`config.mk`:
```
export PLATFORM = sky130hd
export DESIGN_NAME = inv_pipe
export DESIGN_NICKNAME = d
export VERILOG_FILES = /design/src/rtl/inv_pkg.sv /design/src/rtl/inv_pipe_stage.sv /design/src/rtl/inv_pipe.sv
export SDC_FILE = /design/constraint.sdc
export NUM_CORES = 1
export LEC_CHECK = 0
export CORE_MARGIN = 1.5
export CORE_UTILIZATION = 43
export DETAILED_ROUTE_END_ITERATION = 10
export GPL_TIMING_DRIVEN = 0
export PLACE_DENSITY_LB_ADDON = 0.1
export RECOVER_POWER = 25
export SLEW_MARGIN = 20
export SYNTH_ARGS = -nofsm -noshare
export SYNTH_HDL_FRONTEND = slang
export SYNTH_SLANG_ARGS = --single-unit
```
`constraint.sdc`:
```
create_clock -name clk -period 1.3 [get_ports clk]
set_input_delay 0.26 -clock clk [delete_from_list [all_inputs] [get_ports clk]]
set_output_delay 0.26 -clock clk [all_outputs]
set_load 0.02 [all_outputs]
```
`src/rtl/inv_pkg.sv`:
```
// -----------------------------------------------------------------------------
// inv_pkg
// Shared constants and helpers for the inv_pipe polarity-inverting pipeline.
//   DEFAULT_WIDTH / DEFAULT_DEPTH : default lane count and stage count
//   all_ones_mask()               : builds the all-ones reset polarity mask
//   cfg_ok()                      : legality of a WIDTH/DEPTH pair
// -----------------------------------------------------------------------------
package inv_pkg;

    localparam int DEFAULT_WIDTH = 8;
    localparam int DEFAULT_DEPTH = 2;

    // Upper bound for the generic mask helper; callers cast down to WIDTH.
    localparam int MAX_WIDTH = 1024;

    function automatic logic [MAX_WIDTH-1:0] all_ones_mask(input int unsigned width);
        logic [MAX_WIDTH-1:0] m;
        m = '0;
        for (int unsigned b = 0; b < MAX_WIDTH; b++) begin
            if (b < width) begin
                m[b] = 1'b1;
            end
        end
        return m;
    endfunction

    function automatic bit cfg_ok(input int width, input int depth);
        return (width >= 1) && (width <= MAX_WIDTH) && (depth >= 1);
    endfunction

endpackage

```
`src/rtl/inv_pipe_stage.sv`:
```
// -----------------------------------------------------------------------------
// inv_pipe_stage
// One valid+data register of the elastic pipeline. The load decision is made
// by the parent (it depends on the whole downstream valid chain); this cell
// only captures the upstream beat when told to.
//   clk, rst     : clock, asynchronous active-high reset
//   load_i       : this stage takes the upstream content at the next edge
//   up_valid_i   : upstream stage (or input port) holds a beat
//   up_data_i    : upstream data
//   valid_o      : this stage holds a beat
//   data_o       : this stage's data
// -----------------------------------------------------------------------------
module inv_pipe_stage #(
    parameter int WIDTH = 8
) (
    input  logic             clk,
    input  logic             rst,
    input  logic             load_i,
    input  logic             up_valid_i,
    input  logic [WIDTH-1:0] up_data_i,
    output logic             valid_o,
    output logic [WIDTH-1:0] data_o
);

    logic             valid_q, valid_d;
    logic [WIDTH-1:0] data_q,  data_d;

    always_comb begin
        valid_d = valid_q;
        data_d  = data_q;
        if (load_i) begin
            // Loading an empty upstream slot simply clears this stage, which
            // is how bubbles collapse toward the output.
            valid_d = up_valid_i;
            // Data only changes when a real beat arrives, so nq never shows
            // don't-care input values.
            if (up_valid_i) begin
                data_d = up_data_i;
            end
        end
    end

    // NOTE: sequential state uses non-blocking assignments so every stage
    // samples its neighbour's pre-edge value; data is reset as well because
    // nq must read zero after reset.
    always_ff @(posedge clk or posedge rst) begin
        if (rst) begin
            valid_q <= 1'b0;
            data_q  <= '0;
        end else begin
            valid_q <= valid_d;
            data_q  <= data_d;
        end
    end

    assign valid_o = valid_q;
    assign data_o  = data_q;

endmodule

```
`src/rtl/inv_pipe.sv`:
```
// -----------------------------------------------------------------------------
// inv_pipe
// WIDTH-bit elastic pipeline, DEPTH register stages deep, that inverts each
// lane whose polarity mask bit is 1 and passes the others through.
//   clk, rst   : clock (rising edge), asynchronous active-high reset
//   in_valid   : upstream beat present
//   in_ready   : pipeline accepts a beat this cycle (combinational from
//                out_ready through the stage valid chain)
//   i          : input data
//   out_valid  : output beat present
//   out_ready  : downstream accepts the beat
//   nq         : output data, i ^ mask captured at accept
//   mask_we    : load mask_d into the polarity mask at the edge
//   mask_d     : new polarity mask
//   mask_q     : current polarity mask
// -----------------------------------------------------------------------------
module inv_pipe
    import inv_pkg::*;
#(
    parameter int               WIDTH    = DEFAULT_WIDTH,
    parameter int               DEPTH    = DEFAULT_DEPTH,
    parameter logic [WIDTH-1:0] MASK_RST = WIDTH'(all_ones_mask(WIDTH))
) (
    input  logic             clk,
    input  logic             rst,
    input  logic             in_valid,
    output logic             in_ready,
    input  logic [WIDTH-1:0] i,
    output logic             out_valid,
    input  logic             out_ready,
    output logic [WIDTH-1:0] nq,
    input  logic             mask_we,
    input  logic [WIDTH-1:0] mask_d,
    output logic [WIDTH-1:0] mask_q
);

    if (!cfg_ok(WIDTH, DEPTH)) begin : g_bad_cfg
        $error("inv_pipe: WIDTH and DEPTH must both be >= 1");
    end

    // -------------------------------------------------------------------------
    // Polarity mask. The input XOR reads mask_q, i.e. the pre-write value, so a
    // beat accepted in the same cycle as a write still uses the old mask.
    // -------------------------------------------------------------------------
    always_ff @(posedge clk or posedge rst) begin
        if (rst) begin
            mask_q <= MASK_RST;
        end else if (mask_we) begin
            mask_q <= mask_d;
        end
    end

    // -------------------------------------------------------------------------
    // Load chain: a stage loads when it is empty or when its content moves on,
    // and its content moves on when the next stage loads (the last stage moves
    // on when out_ready is high). Walked from the output backwards.
    // -------------------------------------------------------------------------
    logic [DEPTH-1:0] stage_valid;
    logic [DEPTH-1:0] stage_load;
    logic [WIDTH-1:0] stage_data [DEPTH];

    always_comb begin : p_load_chain
        logic moves_on;
        // NOTE: every combinational output gets a default first so no path
        // leaves it unassigned and no latch is inferred.
        stage_load = '0;
        moves_on   = out_ready;
        for (int k = DEPTH - 1; k >= 0; k--) begin
            stage_load[k] = !stage_valid[k] || moves_on;
            moves_on      = stage_load[k];
        end
    end

    // -------------------------------------------------------------------------
    // Stage registers
    // -------------------------------------------------------------------------
    for (genvar k = 0; k < DEPTH; k++) begin : g_stage
        logic             up_valid;
        logic [WIDTH-1:0] up_data;

        if (k == 0) begin : g_head
            assign up_valid = in_valid;
            assign up_data  = i ^ mask_q;
        end else begin : g_body
            assign up_valid = stage_valid[k-1];
            assign up_data  = stage_data[k-1];
        end

        inv_pipe_stage #(
            .WIDTH (WIDTH)
        ) u_stage (
            .clk        (clk),
            .rst        (rst),
            .load_i     (stage_load[k]),
            .up_valid_i (up_valid),
            .up_data_i  (up_data),
            .valid_o    (stage_valid[k]),
            .data_o     (stage_data[k])
        );
    end

    assign in_ready  = stage_load[0];
    assign out_valid = stage_valid[DEPTH-1];
    assign nq        = stage_data[DEPTH-1];

endmodule

```
==> metrics.txt, run 1 <==
mapped cell area=between 1000 and 1500 µm²; vias post-DR=roughly 670; WP depth=1; post-synthesis average cell area=around 17 µm²; r2r startpoint=g_stage[0].u_stage.valid_o$_DFFE_PP0P_; Initial Util=between 40% and 50%; worst hold path type=primary input to register; number of top-level pins=39; Critical Path, Cell by Cell=buf_6; Slew @ Worst Pin=between 0.9 and 1 ns; Root Buffer=clkbuf_4; worst rel slew slack=39.0%; Hold Violations, Final=0; Die Y=about 54 µm; Setup crit end kind=output port; Reg clk slew, reported paths=0.14 ns; final wirelength=1920 µm; Required @ worst endpoint=between 1 and 1.5 ns; port bufs=37; All-Layer GR Usage=approximately 15%; final hold slack=roughly 0.36 ns; Max-Cap Viols=0; clock skew=approximately 0.013 ns; fraction of layout cells with a size suffix above 1=52.2%; period utilisation layout=between 90% and 100%; core area=2450 µm²; GP Congestion=around 0.64; CTS tree=built; synth warn=0; PD cells=between 1000 and 1500 nW/µm²; most frequent cells in the layout=dfrtp_1, clkdlybuf4s50_1, mux2_2; RR Endpoint=g_stage[1].u_stage.data_o[2]$_DFFE_PP0P_; Worst R2R Path Depth=3; Inst Count DP=133; DR iter-0 viols=0; Routed wire per std cell=13.4 µm; Non-Filler Instances=143; # diodes=0; synth-to-layout area growth=41.7%; status=complete, no violations; final setup vio count=0; highest clock rate=~790 MHz; TritonCTS buffer count=3; FF-to-FF setup slack=0.06 ns; CP Launch Type=register; CTS Buffer Depth=2; FP Rows=18; routed vias/inst=roughly 4.7; initial antenna violation count=0; minimum clock period after layout=~1.3 ns; Crit-path slowest cell=dfstp_2; logic gate share of total power=between 30% and 40%; Leak Pwr=between 0.0007 and 0.0008 µW; Top Family by Delay on Critical Path=flip-flops; arrival time of the worst setup path=~1.0 ns; Synthesized Nets=87; DP HPWL=approximately 1400 µm; count of unique library cells instantiated by Yosys=12; post-route ant nets=0; crit path from=mask_q[1]$_DFFE_PP1P_; Syn Inst Count=66; Setup CP Type=register to output port; CP max FO=3; Seq pwr share=about half; VDD IR max=858 µV; first-pass GRT wire length=slightly above 3000 µm; CP bufs+invs=1; vias in the first global route=between 600 and 700; pin count of the biggest net entering global routing=27; layout net count=around 140; DRT Pass-1 Iters=1; residual DRC count=0; clk sinks=26; register area share after synthesis=between 50% and 60%; RSZ-0062 raised after global routing=yes; gr ovfl total=0; Yosys reg bits=26; Sw Ratio=29.5%; slowest stage delay, CP=between 0.5 and 0.6 ns; die area=2890 µm²; Critical Path End=mask_q[1]; Die X=approximately 54 µm; clock network fraction of total power=15.5%; H-tree Lvls=1; Final Slew Violations=0; Worst-Skew Late Latency=roughly 0.31 ns; NetSw=643 µW; Int Power=approximately 1500 µW
-- flip-flops by register name, summed over array words and instances (netlist names) --
signal / count
g_stage.u_stage.data_o: 16
mask_q: 8
g_stage.u_stage.valid_o: 2
-- cell families after synthesis --
kind of cell,count (synthesis),share of synthesized area (%)
buffers and inverters,2,0.791
AND/OR/NAND/NOR,6,6.00
flip-flops,26,59.7
XOR/XNOR,8,6.34
multiplexers,24,27.1
-- layer usage --
layer	vias to the layer above	wire (µm)	part of all wire, %	GRT usage (%)
met4	0	9	0.47	5.13
met1	327	784	41	18.6
met3	2	108	5.6	3.06
li1	316	-	-	-
met2	21	1020	53	26.8
met5	-	0	0	0
-- synthesized netlist by cell type --
library cell | number | area, µm²
mux2_2 | 16 | 180
buf_2 | 1 | 5.00
inv_1 | 1 | 3.75
xor2_1 | 8 | 70.1
nand3b_4 | 1 | 20.0
or2b_1 | 1 | 7.51
nand2_2 | 1 | 6.26
dfstp_2 | 8 | 210
mux2_4 | 8 | 120
nand2b_1 | 2 | 12.5
dfrtp_1 | 18 | 450
nand2_8 | 1 | 20.0
-- power by group through the flow --
stage,Clock (µW),Sequential [µW],Combinational [µW]
after floorplan,0,1260,281
after global placement,0,1120,760
after detailed placement,0,1130,780
after CTS,358,1110,708
after global routing,394,1140,782
final,337,1110,729
-- worst min-delay path by stage --
stage | startpoint | endpoint | slack, ns | depth (start not counted)
finish | mask_we | mask_q[6]$_DFFE_PP1P_ | 0.36 | 2
global route | mask_we | mask_q[6]$_DFFE_PP1P_ | 0.36 | 2
CTS | mask_we | mask_q[5]$_DFFE_PP1P_ | 0.37 | 2
detailed placement | g_stage[1].u_stage.data_o[1]$_DFFE_PP0P_ | g_stage[1].u_stage.data_o[1]$_DFFE_PP0P_ | 0.49 | 1
global placement | g_stage[1].u_stage.data_o[7]$_DFFE_PP0P_ | g_stage[1].u_stage.data_o[7]$_DFFE_PP0P_ | 0.49 | 1
floorplan | rst | g_stage[0].u_stage.data_o[0]$_DFFE_PP0P_ | 0.29 | 1
-- through the flow --
| step | util, % | TNS [ns] | setup WS (ns) | power [µW] | cell area [µm²] |
|---|---|---|---|---|---|
| after floorplan | - | 0 | 0.0492 | 1550 | 1110 |
| after global placement | 61.7 | -7.06 | -0.471 | 1880 | 1510 |
| after detailed placement | 61.7 | -7.66 | -0.486 | 1910 | 1510 |
| after CTS | 61.7 | -0.0343 | -0.0343 | 2180 | 1520 |
| after global routing | 63.9 | -0.0308 | -0.0152 | 2320 | 1570 |
| final | 63.9 | 0 | 0.0313 | 2180 | 1570 |
-- what timing repair did --
item,4_1_cts,5_1_grt
setup buffers,0,6
hold buffers,0,0
pin swaps,1,1
setup endpoints to repair,18,18
resized for setup,59,18
-- cell type report --
type                       count  area, µm²
fill                         203        887
sequential                    26        661
multi-input combinational     38        437
timing repair buffer          43        398
tap                           30       37.5
clock buffer                   4       26.3
buffer                         1       5.00
inverter                       1       3.75
Note: power is estimated with default switching activity, not from simulation.
==> run 2, diff against run 1 <==
- CORE_MARGIN: 1.5 -> default
==> metrics.txt, run 2 (synthesized netlist as in run 1, its figures left out) <==
arrival time of the worst setup path=between 1 and 1.5 ns; Hold Violations, Final=0; Die Y=between 50 and 60 µm; cell area after layout=1580 µm²; NetSw=654 µW; core area=between 2000 and 2500 µm²; gr ovfl total=0; CTS tree=built; initial antenna violation count=0; Top Family by Delay on Critical Path=flip-flops; FP Rows=18; Leak Pwr=0.000716 µW; pin count of the biggest net entering global routing=27; Slew @ Worst Pin=between 0.9 and 1 ns; DR WL met3=between 100 and 150 µm; Initial Util=between 40 and 50%; layout net count=about 140; status=complete, no violations; Int Power=1580 µW; vias in the first global route=633; residual DRC count=0; synth-to-layout area growth=42.8%; DP HPWL=1360 µm; Crit-path slowest cell=dfstp_2; RSZ-0062 raised after global routing=yes; worst rel slew slack=about two fifths; max FFs per register=16; Worst-Skew Late Latency=just over 0.3 ns; worst hold path type=primary input to register; Seq pwr share=between 40% and 50%; routed vias/inst=approximately 4.7; DR iter-0 viols=3; Critical Path, Cell by Cell=buf_6; GP Congestion=about 0.6; Reg clk slew, reported paths=about 0.13 ns; multi-input logic area=437 µm²; logic gate share of total power=between 30% and 40%; number of top-level pins=39; final core utilization=roughly 64%; Final Slew Violations=0; slowest stage delay, CP=0.59 ns; post-route ant nets=0; minimum clock period after layout=about 1.3 ns; wl on met1=a little over 800 µm; Placed Area=1510 µm²; register area=~660 µm²; Setup crit end kind=output port; met2 WL=about 1000 µm; Required @ worst endpoint=~1.0 ns; CP Launch Type=register; CP max FO=3; Setup CP Type=register to output port; Sw Ratio=just under 30%; die area=approximately 2800 µm²; PD cells=roughly 1400 nW/µm²; most frequent cells in the layout=dfrtp_1, clkdlybuf4s50_1, mux2_2; final setup vio count=0; first-pass GRT wire length=around 2900 µm; Root Buffer=clkbuf_4; clock skew=between 0.001 and 0.0015 ns; Die X=approximately 53 µm; final wirelength=1960 µm; vias post-DR=a little under 700; fillers=203; uppermost layer routed=met4; DRT Pass-1 Iters=2; All-Layer GR Usage=15.3%; TritonCTS buffer count=3; Routed wire per std cell=between 10 and 15 µm; H-tree Lvls=1; clock network fraction of total power=17.9%; # diodes=0; CP bufs+invs=1; CTS Buffer Depth=2; port bufs=37; fraction of layout cells with a size suffix above 1=54.4%; Max-Cap Viols=0; highest clock rate=around 780 MHz; clk sinks=26; VDD IR max=between 900 and 1000 µV; period utilisation layout=between 90 and 100%
==> run 2: changes by cell type in the layout (fill, tap and decap cells not counted) <==
| cell | before | now |
|---|---|---|
| clkbuf_8 | 0 | 1 |
| dfstp_2 | 8 | 7 |
| clkdlybuf4s15_1 | 4 | 2 |
| buf_6 | 8 | 9 |
| clkbuf_1 | 1 | 0 |
| dfstp_1 | 0 | 1 |
| clkbuf_2 | 4 | 6 |
==> run 2: power by group through the flow <==
stage	combinational (µW)	sequential, µW	clock, µW
6_report	726	1110	401
4_1_cts	750	1110	419
5_1_grt	770	1130	448
2_1_floorplan	281	1260	0
3_5_place_dp	776	1130	0
3_3_place_gp	760	1120	0
==> run 2: routing by layer <==
| metal | vias to the layer above | GRT usage (%) |
|---|---|---|
| li1 | 318 | - |
| met1 | 328 | 18.0 |
| met2 | 25 | 24.9 |
| met3 | 4 | 2.90 |
| met4 | 0 | 10.5 |
| met5 | - | 0 |
==> run 2: timing repair <==
item | in CTS | in global routing
gates resized for setup | 63 | 17
hold buffers | 0 | 0
pin swaps | 1 | 1
endpoints found under the setup margin | 18 | 18
gates cloned | 0 | 0
setup buffers | 6 | 1
==> run 2: final cells by class <==
type                            instances  share of cell area [%]
Inverter                                1                   0.238
Sequential cell                        26                    41.8
Clock buffer                            4                    2.30
Tap cell                               30                    2.38
Multi-Input combinational cell         38                    27.7
Buffer                                  1                   0.317
Timing Repair Buffer                   44                    25.3
==> run 2: stage by stage <==
stage | TNS [ns] | worst slack, ns | power (µW) | hold slack, ns | std cells
after floorplan | 0 | 0.0492 | 1550 | 0.294 | 66
after global placement | -6.85 | -0.468 | 1880 | 0.486 | 133
after detailed placement | -8.19 | -0.482 | 1910 | 0.493 | 133
after CTS | -0.0217 | -0.0217 | 2270 | 0.357 | 143
after global routing | -0.0407 | -0.0218 | 2350 | 0.368 | 144
final | 0 | 0.0173 | 2240 | 0.357 | 144
==> run 2: path summary, 6_finish.rpt <==
path | from | to | slack, ns | depth (start not counted)
min in group asynchronous | rst | g_stage[1].u_stage.data_o[0]$_DFFE_PP0P_ | 0.47 | 2
max in group asynchronous | rst | g_stage[1].u_stage.data_o[1]$_DFFE_PP0P_ | 0.41 | 2
setup reg to reg | g_stage[0].u_stage.valid_o$_DFFE_PP0P_ | g_stage[0].u_stage.data_o[3]$_DFFE_PP0P_ | 0.07 | 4
setup / recovery | mask_q[3]$_DFFE_PP1P_ | mask_q[3] | 0.02 | 1
hold / removal | mask_we | mask_q[0]$_DFFE_PP1P_ | 0.36 | 2
hold reg to reg | g_stage[1].u_stage.data_o[2]$_DFFE_PP0P_ | g_stage[1].u_stage.data_o[2]$_DFFE_PP0P_ | 0.52 | 1
==> run 3, diff against run 2 <==
- CORE_ASPECT_RATIO: default -> 1.25
- CORE_MARGIN: default -> 8
==> metrics.txt, run 3 (synthesized netlist as in run 1, its figures left out) <==
PD cells=1420 nW/µm²; Leak Pwr=approximately 0.0007 µW; Worst R2R Path Depth=3; slowest stage delay, CP=just under 0.6 ns; CP Launch Type=register; Crit-path slowest cell=dfstp_2; pre-CTS WS=-0.486 ns; CTS Buffer Depth=2; port bufs=37; FF-to-FF setup slack=0.07 ns; fraction of layout cells with a size suffix above 1=a little over half; status=complete, no violations; Die Y=72.7 µm; Post-CTS Hold Buffers=0; gr ovfl total=0; highest clock rate=just under 800 MHz; CP max FO=3; H-tree Lvls=1; Initial Util=between 40% and 50%; Sum Neg Setup Slack=0 ns; VDD IR max=around 780 µV; Routed wire per std cell=14.9 µm; number of top-level pins=39; Reg clk slew, reported paths=approximately 0.13 ns; hold path cells=2; residual DRC count=0; DP HPWL=~1600 µm; die area=4460 µm²; HP Start=mask_we; RR Endpoint=g_stage[1].u_stage.data_o[6]$_DFFE_PP0P_; CP bufs+invs=1; hold worst-path end=mask_q[2]$_DFFE_PP1P_; most frequent cells in the layout=dfrtp_1, clkdlybuf4s50_1, mux2_2; Die X=between 60 and 70 µm; Slew @ Worst Pin=about 0.96 ns; Top Family by Delay on Critical Path=flip-flops; CTS tree=built; clock skew=approximately 0.0038 ns; Root Buffer=clkbuf_4; GRT met3 Usage=under 10%; Final Slew Violations=0; met1 usage=roughly 13%; final wirelength=roughly 2200 µm; vias post-DR=a little under 700; worst hold path type=primary input to register; Global Route met2 Usage=16.7%; Setup CP Type=register to output port; Hold Violations, Final=0; first-pass GRT wire length=3590 µm; Critical Path, Cell by Cell=buf_6; DR iter-0 viols=20; DRT Pass-1 Iters=2; Worst-Skew Late Latency=about 0.31 ns; Setup crit end kind=output port; vias in the first global route=about 750; layout net count=between 100 and 150; period utilisation layout=a little over nine tenths; max FFs per register=16; RSZ-0062 raised after global routing=yes; routed vias/inst=around 4.6; final setup vio count=0; All-Layer GR Usage=a little over a tenth; GP Congestion=0.624; clk sinks=26; TritonCTS buffer count=3; arrival time of the worst setup path=between 1 and 1.5 ns; worst rel slew slack=36.0%; FP Rows=20; r2r startpoint=g_stage[0].u_stage.valid_o$_DFFE_PP0P_; synth-to-layout area growth=42.0%; post-route ant nets=0; core area=2450 µm²; initial antenna violation count=0; # diodes=0; global route hottest layer=met2; pin count of the biggest net entering global routing=27; minimum clock period after layout=about 1.3 ns; Required @ worst endpoint=around 1.0 ns; Max-Cap Viols=0; Setup WS post-layout=between 0.02 and 0.03 ns
## run 3: worst max path at each step
stage	slack, ns	start	endpoint	cells after the start
global placement	-0.48	out_ready	in_ready	3
floorplan	0.05	g_stage[1].u_stage.valid_o$_DFFE_PP0P_	g_stage[0].u_stage.data_o[0]$_DFFE_PP0P_	3
global route	-0.01	mask_q[3]$_DFFE_PP1P_	mask_q[3]	1
CTS	-0.03	g_stage[1].u_stage.valid_o$_DFFE_PP0P_	in_ready	2
detailed placement	-0.49	out_ready	in_ready	3
finish	0.03	mask_q[4]$_DFFE_PP1P_	mask_q[4]	1
## run 3: layer usage
| layer | up-vias | part of all wire [%] |
|---|---|---|
| met5 | - | 0 |
| met4 | 0 | 1.6 |
| met3 | 4 | 7.8 |
| met2 | 23 | 50 |
| met1 | 337 | 40 |
| li1 | 322 | - |
## run 3: cell type report
| class | instances | area, µm² |
|---|---|---|
| fillers | 223 | 882 |
| flip-flops and latches | 26 | 661 |
| multi-input cells | 38 | 437 |
| repair buffers | 45 | 387 |
| well taps | 33 | 41.3 |
| clock buffers | 4 | 36.3 |
| plain buffers | 1 | 5.00 |
| inverters | 1 | 3.75 |
## run 3: per-stage QoR
| step | power (µW) | util, % | hold WS (ns) | std cells | area, µm² |
|---|---|---|---|---|---|
| detailed placement | 1920 | 61.9 | 0.492 | 136 | 1520 |
| CTS | 2290 | 64.3 | 0.386 | 145 | 1580 |
| global route | 2360 | 64.0 | 0.386 | 148 | 1570 |
| finish | 2230 | 64.0 | 0.363 | 148 | 1570 |
| floorplan | 1550 | - | 0.294 | 66 | 1110 |
| global placement | 1900 | 61.9 | 0.488 | 136 | 1520 |
## run 3: repair_timing
item                                    CTS  global route
endpoints found under the hold margin     0             0
setup buffers                             5             3
pin swaps                                 0             1
gates resized for setup                  66            13
endpoints found under the setup margin   18            15
## run 3: power breakdown
| group | total (µW) | switching, µW | internal (µW) |
|---|---|---|---|
| clock network | 399 | 228 | 171 |
| registers | 1110 | 98.5 | 1010 |
| logic | 724 | 332 | 392 |
